--- config.mk ---
export PLATFORM = sky130hd
export DESIGN_NAME = uart_rx_fifo
export DESIGN_NICKNAME = d
export VERILOG_FILES = /design/src/rtl/uart_rx_fifo.sv
export SDC_FILE = /design/constraint.sdc
export NUM_CORES = 1
export LEC_CHECK = 0
export CORE_MARGIN = 10
export CORE_UTILIZATION = 45
export DETAILED_ROUTE_END_ITERATION = 7
export DONT_BUFFER_PORTS = 1
export PLACE_DENSITY = 0.61
export SETUP_SLACK_MARGIN = 0.4
export SYNTH_ARGS = -nofsm -noshare
export SYNTH_HDL_FRONTEND = slang
export SYNTH_SLANG_ARGS = --single-unit
--- constraint.sdc ---
create_clock -name clk -period 5.4 [get_ports clk]
set_input_delay 0.54 -clock clk [delete_from_list [all_inputs] [get_ports clk]]
set_output_delay 0.54 -clock clk [all_outputs]
set_load 0.005 [all_outputs]
--- src/rtl/uart_rx_fifo.sv ---
// 8N1 UART receiver with a small first-word-fall-through receive FIFO.
// Sticky frame/overrun flags and a level interrupt that mirrors FIFO-not-empty.
`timescale 1ns/1ps
module uart_rx_fifo #(
    parameter int unsigned CLK_DIV   = 139,
    parameter int unsigned FIFO_LOG2 = 2
) (
    input  logic       clk,
    input  logic       reset,
    input  logic       rx_uart,
    input  logic       rd,
    input  logic       clr_err,
    output logic [7:0] data_out,
    output logic       valid,
    output logic       frame_err,
    output logic       overrun,
    output logic       irq
);
    localparam int unsigned Depth = 2 ** FIFO_LOG2;
    localparam logic [15:0] HalfLast = 16'(CLK_DIV / 2 - 1);
    localparam logic [15:0] BitLast = 16'(CLK_DIV - 1);
    localparam logic [FIFO_LOG2:0] DepthCnt = (FIFO_LOG2 + 1)'(Depth);
    localparam logic [FIFO_LOG2:0] CntOne = (FIFO_LOG2 + 1)'(1);
    localparam logic [FIFO_LOG2-1:0] PtrOne = FIFO_LOG2'(1);

    localparam logic [2:0] StIdle     = 3'd0;
    localparam logic [2:0] StStart    = 3'd1;
    localparam logic [2:0] StData     = 3'd2;
    localparam logic [2:0] StStop     = 3'd3;
    localparam logic [2:0] StWaitHigh = 3'd4;

    logic [1:0]  sync_q;
    logic        rxs;
    logic [2:0]  state_q, state_d;
    logic [15:0] cnt_q, cnt_d;
    logic [2:0]  idx_q, idx_d;
    logic [7:0]  shift_q, shift_d;
    logic        push, set_ferr;

    logic [7:0]           mem_q [Depth];
    logic [FIFO_LOG2-1:0] wptr_q, rptr_q;
    logic [FIFO_LOG2:0]   count_q;
    logic                 full, do_pop, do_push, drop;
    logic                 frame_err_q, overrun_q;

    assign rxs = sync_q[1];

    always_comb begin
        state_d  = state_q;
        cnt_d    = cnt_q;
        idx_d    = idx_q;
        shift_d  = shift_q;
        push     = 1'b0;
        set_ferr = 1'b0;
        case (state_q)
            StIdle: begin
                if (!rxs) begin
                    state_d = StStart;
                    cnt_d   = 16'd0;
                end
            end
            StStart: begin
                if (cnt_q == HalfLast) begin
                    cnt_d = 16'd0;
                    idx_d = 3'd0;
                    // A start bit that is high again at mid-bit is a glitch.
                    state_d = rxs ? StIdle : StData;
                end else begin
                    cnt_d = cnt_q + 16'd1;
                end
            end
            StData: begin
                if (cnt_q == BitLast) begin
                    shift_d[idx_q] = rxs;
                    cnt_d          = 16'd0;
                    idx_d          = idx_q + 3'd1;
                    if (idx_q == 3'd7) state_d = StStop;
                end else begin
                    cnt_d = cnt_q + 16'd1;
                end
            end
            StStop: begin
                if (cnt_q == BitLast) begin
                    if (rxs) begin
                        push    = 1'b1;
                        state_d = StIdle;
                    end else begin
                        set_ferr = 1'b1;
                        state_d  = StWaitHigh;
                    end
                end else begin
                    cnt_d = cnt_q + 16'd1;
                end
            end
            StWaitHigh: begin
                if (rxs) state_d = StIdle;
            end
            default: state_d = StIdle;
        endcase
    end

    assign full    = (count_q == DepthCnt);
    assign valid   = (count_q != '0);
    assign do_pop  = rd && valid;
    assign do_push = push && (!full || do_pop);
    assign drop    = push && full && !do_pop;

    always_ff @(posedge clk) begin
        if (reset) begin
            sync_q      <= 2'b11;
            state_q     <= StIdle;
            cnt_q       <= 16'd0;
            idx_q       <= 3'd0;
            shift_q     <= 8'd0;
            wptr_q      <= '0;
            rptr_q      <= '0;
            count_q     <= '0;
            frame_err_q <= 1'b0;
            overrun_q   <= 1'b0;
            for (int i = 0; i < int'(Depth); i++) mem_q[i] <= 8'd0;
        end else begin
            sync_q  <= {sync_q[0], rx_uart};
            state_q <= state_d;
            cnt_q   <= cnt_d;
            idx_q   <= idx_d;
            shift_q <= shift_d;
            if (do_push) begin
                mem_q[wptr_q] <= shift_q;
                wptr_q        <= wptr_q + PtrOne;
            end
            if (do_pop) rptr_q <= rptr_q + PtrOne;
            if (do_push && !do_pop) count_q <= count_q + CntOne;
            else if (do_pop && !do_push) count_q <= count_q - CntOne;
            // Set events take priority over a coincident clear.
            frame_err_q <= set_ferr | (frame_err_q & ~clr_err);
            overrun_q   <= drop | (overrun_q & ~clr_err);
        end
    end

    assign data_out  = mem_q[rptr_q];
    assign frame_err = frame_err_q;
    assign overrun   = overrun_q;
    assign irq       = valid;

endmodule

==> results.json, run 1 <==
{
  "max_cap_viol_count": 0,
  "power_frac_seq": 0.519,
  "cp_slowest_cell": "or4_4",
  "deepest_clock_path_buffer_count": 2,
  "yosys-top-cells-count": "43 x dfxtp_1, 35 x and2_1, 32 x edfxtp_1, 31 x nor2_1, 20 x nand2_1",
  "syn_inst": 336,
  "num-nets-final": 341,
  "ys_top_cells_by_area": "edfxtp_1 27%, dfxtp_1 24%, and2_1 6.1%",
  "drive_above_1_share": 0.0988,
  "crit_required_ps": 5680,
  "timing.slew.headroom": 0.418,
  "worst_slew_pin_slew_ps": 869,
  "h-tree-depth": 3,
  "drt_pass1_iterations": 4,
  "period_minus_slack_ps": 3140,
  "yosys.area.top_type": "edfxtp_1",
  "postSynthNetCount": 348,
  "cts_hold_buffers": 0,
  "fillers": 723,
  "die_width_um": 109,
  "timing.final.setup_violations": 0,
  "cts_inserted_buffers": 9,
  "clkPwrFrac": 0.390,
  "grt_remaining_overflow": 0,
  "synth_cell_type_count": 58,
  "synth.ff_latch_count": 75,
  "cts_root_buf": "clkbuf_8",
  "finish.cell_count_without_fillers": 436,
  "antenna_found_initial": 0,
  "worstSkewPairLatency_ps": 340,
  "num_ports": 17,
  "run_status": "finished clean",
  "post_cts_clock_slew_at_the_launch_and_capture_registers_of_the_worst_setup_and_hold_paths_ps": 80,
  "timing_hold_violations_final": 0,
  "die_h_um": 109,
  "floorplan.initialDensity": 0.463,
  "gpl.final_weighted_congestion": 0.807,
  "vias": 2323,
  "achievable-frequency_mhz": 319,
  "crit_path_end_kind": "flip-flop",
  "power.net_switching_w": 0.000308,
  "post-synth-top-area-fraction": 0.267,
  "antenna_cells": 0,
  "worst_setup_path_start_kind": "flip-flop",
  "grt_max_degree": 31,
  "cp_data_arrival_time_ps": 3410,
  "synthesis.area_um2": 3600,
  "crit_chain": "or4_4 > or4_4 > nor3_2 > ha_1 > inv_1 > fa_1 > xor2_1 > or3_1 > a21oi_1",
  "first_pass_grt_wire_length_um": 11700,
  "p_leak_nw": 1.31,
  "cts.sink_count": 75,
  "synthMostInstantiatedCell": "dfxtp_1",
  "drt_wl_total_um": 6590,
  "cp_slowest_stage_delay_ps": 560,
  "power.share.combinational": 0.091,
  "post-route-period-util": 0.581,
  "synthArstFlopShare": 0,
  "num_rows": 32,
  "p_int_w": 0.000926,
  "critical_path_peak_fanout": 5,
  "timing.setup.critical_path_class": "reg -> reg",
  "hp-class": "in -> reg",
  "dominantRegCellSynth": "dfxtp_1",
  "postSynthAreaPerCell_um2": 10.7,
  "portBuffers": 0,
  "clock_skew_ps": 8.15,
  "synth-edff-count": 32,
  "cp_num_buf_inv": 1,
  "detail_route.wl_per_cell_um": 15.1,
  "rsz0062_at_grt": "no",
  "post-route-drc-count": 0,
  "yosys_warnings": 0,
  "critical-path-top-delay-family": "simple AND/OR/NAND/NOR gates",
  "core_um2": 7770,
  "vias_in_the_first_global_route": 2372,
  "critPathMostFrequentCell": "or4_4",
  "power_switching_share": 0.249,
  "post_place_cells": 420,
  "tritoncts_clock_tree": "done",
  "floorplan_die_area_um2": 12000,
  "synthToLayoutAreaGrowth_pct": 7.86,
  "vdd.ir_drop.worst_uv": 144,
  "drt.antenna.violating_nets": 0,
  "synth.yosys.seq_area_share": 0.506,
  "via_count_normalized_by_instance_count": 5.33,
  "initialDrtViolationCount": 83,
  "postCtsResizedCells": 0,
  "gr-usage-all-layers": 0.122,
  "fin_setup_tns_ps": 0,
  "cts_post_setup_buffers_inserted": 0,
  "power_density_nw_per_um2": 318,
  "final_max_slew_viol_count": 0,
  "dp_hpwl_um": 4750
}
power by group through the flow:
stage	Clock, W	Combinational (W)	Sequential, W
final	0.000481	0.000112	0.000641
after global routing	0.000523	0.000129	0.000645
after global placement	0	0.000110	0.000654
after detailed placement	0	0.000111	0.000654
after CTS	0.000492	0.000113	0.000641
after floorplan	0	0.000103	0.000633
sequential cells by signal, indices dropped and copies added (netlist names), named ones only:
signal / flops
cnt_q: 16
count_q: 3
frame_err: 1
idx_q: 3
mem_q: 32
overrun: 1
rptr_q: 2
shift_q: 8
state_q: 3
sync_q: 2
wptr_q: 2
cell usage in the layout, fill, tap and decap left out, types with 4 or more instances in the layout:
cell type and count:
dfxtp_1 43, and2_1 35, edfxtp_1 32, nor2_1 31, nand2_1 20, xor2_1 12, nand3_1 11, a21oi_1 11
inv_1 9, clkbuf_8 9, mux4_2 8, or3_1 6, mux2i_1 6, nor4_1 6, o211ai_1 6, o21ai_0 6
ha_1 6, nand4_1 5, nand2b_1 4, nor4bb_1 4
per-stage QoR:
step                      utilization  worst slack (ps)  power (W)  area [um^2]  hold WS (ps)
after floorplan                     -              2420   0.000736         3600           389
after global placement          0.470              2330   0.000764         3650           394
after detailed placement        0.470              2260   0.000765         3650           393
after CTS                       0.500              2270    0.00125         3880           240
after global routing            0.500              2130    0.00130         3880           232
final                           0.500              2260    0.00123         3880           261
kinds of logic (layout without fill, tap and decap cells):
| group | count (synthesis) | in the layout | synth area share |
|---|---|---|---|
| simple gates | 159 | 159 | 0.263 |
| buf+inv | 28 | 26 | 0.0330 |
| mux | 14 | 14 | 0.0667 |
| fa+ha+maj | 7 | 7 | 0.0264 |
| flops | 75 | 75 | 0.506 |
| xor+xnor | 15 | 15 | 0.0365 |
| compound gates | 38 | 38 | 0.0681 |
cell type report:
cell class / instances / area (um^2) / share of cell area
well taps: 102 / 128 / 0.0329
inverters: 9 / 33.8 / 0.00870
clock inverters: 4 / 55.1 / 0.0142
clock buffers: 12 / 178 / 0.0458
flip-flops and latches: 75 / 1820 / 0.469
multi-input cells: 233 / 1660 / 0.427
repair buffers: 1 / 7.51 / 0.00193
final timing paths:
check / slack (ps) / to / cells past startpoint / from
setup / recovery: 2260 / count_q[2]$_SDFFE_PP0P_ / 9 / cnt_q[14]$_SDFFE_PP0P_
hold / removal: 260 / frame_err$_SDFF_PP0_ / 1 / reset
hold reg to reg: 410 / sync_q[1]$_SDFF_PP1_ / 1 / sync_q[0]$_SDFF_PP1_
setup reg to reg: 2260 / count_q[2]$_SDFFE_PP0P_ / 9 / cnt_q[14]$_SDFFE_PP0P_
routing by layer:
layer | GRT usage | part of all wire
met1 | 0.150 | 0.46
met2 | 0.203 | 0.51
met3 | 0.0322 | 0.028
met4 | 0.0446 | 0.0047
met5 | 0 | 0
Power figures use the tool's default switching activity.
==> inputs of run 2 (changes only) <==
--- a/config.mk
+++ b/config.mk
@@ -9,7 +9,7 @@
 export CORE_UTILIZATION = 45
 export DETAILED_ROUTE_END_ITERATION = 7
 export DONT_BUFFER_PORTS = 1
-export PLACE_DENSITY = 0.61
+export PLACE_DENSITY = 0.63
 export SETUP_SLACK_MARGIN = 0.4
 export SYNTH_ARGS = -nofsm -noshare
 export SYNTH_HDL_FRONTEND = slang
==> constraint.sdc (replaced) <==
create_clock -name clk -period 2.8 [get_ports clk]
set_input_delay 0.28 -clock clk [delete_from_list [all_inputs] [get_ports clk]]
set_output_delay 0.28 -clock clk [all_outputs]
set_load 0.005 [all_outputs]
==> run 2 against run 1 <==
  * Final cell count rose by 6.2%
  * Hold slack got worse by 260 ps
  * Sequential cell count did not move
  * Non-clock buffer count rose by 27
  * Combinational power rose by 130%
  * Design area rose by 8.0%
  * Critical path depth did not move
  * Fmax rose by 15%
==> results.json, run 2 (same netlist as run 1, synthesis figures left out) <==
{
  "run_status": "finished clean",
  "achievable-frequency_mhz": 366,
  "p_leak_nw": 1.48,
  "period_minus_slack_ps": 2740,
  "timing.final.setup_violations": 0,
  "post-route-period-util": 0.977,
  "drt_wl_total_um": 7160,
  "drive_above_1_share": 0.216,
  "cp_slowest_cell": "or4_4",
  "post_cts_clock_slew_at_the_launch_and_capture_registers_of_the_worst_setup_and_hold_paths_ps": 90,
  "first_pass_grt_wire_length_um": 12300,
  "layout_commonest_cell": "dfxtp_1",
  "vias_in_the_first_global_route": 2523,
  "antenna_cells": 0,
  "cts_inserted_buffers": 9,
  "globalRoute.busiestLayer": "met2",
  "die_width_um": 109,
  "timing.setup.critical_path_class": "reg -> reg",
  "fin_setup_tns_ps": 0,
  "worstSkewPairLatency_ps": 340,
  "utilization": 0.540,
  "largest-register": "mem_q",
  "die_h_um": 109,
  "vias": 2488,
  "detail_route.wl_per_cell_um": 15.5,
  "h-tree-depth": 3,
  "critical_path_peak_fanout": 2,
  "rsz0062_at_grt": "yes",
  "critPathMostFrequentCell": "or4_4",
  "worst_setup_path_start_kind": "flip-flop",
  "synthToLayoutAreaGrowth_pct": 16.5,
  "most-common-layout-cells": "41 x dfxtp_1, 32 x edfxtp_1, 31 x and2_1, 31 x nor2_1",
  "grt_max_degree": 31,
  "portBuffers": 0,
  "crit_required_ps": 3090,
  "grt_remaining_overflow": 0,
  "drt.antenna.violating_nets": 0,
  "vdd.ir_drop.worst_uv": 313,
  "tritoncts_clock_tree": "done",
  "post-layout-total-power_w": 0.00239,
  "gr-usage-all-layers": 0.129,
  "core_um2": 7770,
  "floorplan_die_area_um2": 12000,
  "floorplan.initialDensity": 0.463,
  "grt_util_met1": 0.151,
  "finish.cell_count_without_fillers": 463,
  "deepest_clock_path_buffer_count": 2,
  "dp_hpwl_um": 5150,
  "via_count_normalized_by_instance_count": 5.37,
  "crit_path_end_kind": "flip-flop",
  "biggestRegsByFlops": "mem_q x32, cnt_q x16, shift_q x8",
  "num_rows": 32,
  "initialDrtViolationCount": 103,
  "grtUsageMet2": 0.227,
  "drt_pass1_iterations": 4,
  "worst_slew_pin_slew_ps": 523,
  "timing.slew.headroom": 0.651,
  "crit_chain": "or4_4 > or4_4 > nor3_4 > ha_2 > inv_2 > fa_2 > xor2_1 > or3_1 > a21oi_2",
  "grt_util_met3": 0.0380,
  "final_max_slew_viol_count": 0,
  "gpl.final_weighted_congestion": 0.798,
  "max_cap_viol_count": 0,
  "antenna_found_initial": 0,
  "cp_slowest_stage_delay_ps": 530,
  "cts.sink_count": 75,
  "post_place_cells": 436,
  "cts_root_buf": "clkbuf_8",
  "post-route-drc-count": 0,
  "power_density_nw_per_um2": 570,
  "num_ports": 17,
  "cp_data_arrival_time_ps": 3020,
  "num-nets-final": 368,
  "timing_hold_violations_final": 0,
  "hp-class": "in -> reg",
  "flip_flop_count_of_the_largest_register_all_copies_and_words_added": 32,
  "clock_skew_ps": 10.8
}
[run 2: changes by cell type in the layout (fill, tap and decap cells not counted), moves of 2 or more]
cell,before,now
inv_6,0,2
buf_4,1,19
dfxtp_1,43,41
and2_1,35,31
dlygate4sd3_1,0,4
or2_1,3,0
or2_4,0,3
and2_4,0,4
buf_6,0,5
dfxtp_2,0,2
[run 2: metal layers]
layer | wire length [um] | part of all wire
met5 | 0 | 0
met4 | 62 | 0.0087
met3 | 315 | 0.044
met2 | 3720 | 0.52
met1 | 3070 | 0.43
[run 2: what timing repair did]
item,CTS,global route
endpoints found under the setup margin,64,71
buffers inserted,7,0
endpoints found under the hold margin,19,18
pin swaps,5,5
hold buffers,3,1
resized for setup,7,14
[run 2: report_power, final]
| group | internal [W] | switching, W |
|---|---|---|
| clock | 0.000500 | 0.000418 |
| combinational | 0.0000998 | 0.000156 |
| sequential | 0.00118 | 0.0000367 |
[run 2: critical path: cells and delay by family, from the launching register on]
kind	cells	cell delay, ps
and+or+nand+nor	4	1510
DFF	1	320
xor gates and xnor gates	1	150
buffers and inverters	1	40
AOI/OAI and AO/OA	1	120
adders and majority gates	2	540
[run 2: path summary, 6_finish.rpt]
kind	start	slack, ps	cells past startpoint	end
min	reset	1	1	overrun$_SDFF_PP0_
min reg2reg	sync_q[0]$_SDFF_PP1_	420	1	sync_q[1]$_SDFF_PP1_
max reg2reg	cnt_q[11]$_SDFFE_PP0P_	60	9	count_q[2]$_SDFFE_PP0P_
max	cnt_q[11]$_SDFFE_PP0P_	60	9	count_q[2]$_SDFFE_PP0P_
[run 2: metrics by stage]
stage / area, um^2 / hold slack (ps) / worst slack, ps
finish: 4190 / 1.46 / 64.4
global route: 4190 / -33.7 / -53.5
CTS: 4130 / -18.2 / 79.0
detailed placement: 3790 / 359 / 23.3
global placement: 3790 / 355 / 97.4
floorplan: 3620 / 384 / 9.84
[run 2: cell type report]
cell class              instances  area, um^2
well taps                     102         128
multi-input cells             233        1740
inverters                       9        33.8
fillers                       689        3570
repair buffers                 28         239
clock buffers                  11         163
clock inverters                 5        65.1
flip-flops and latches         75        1820
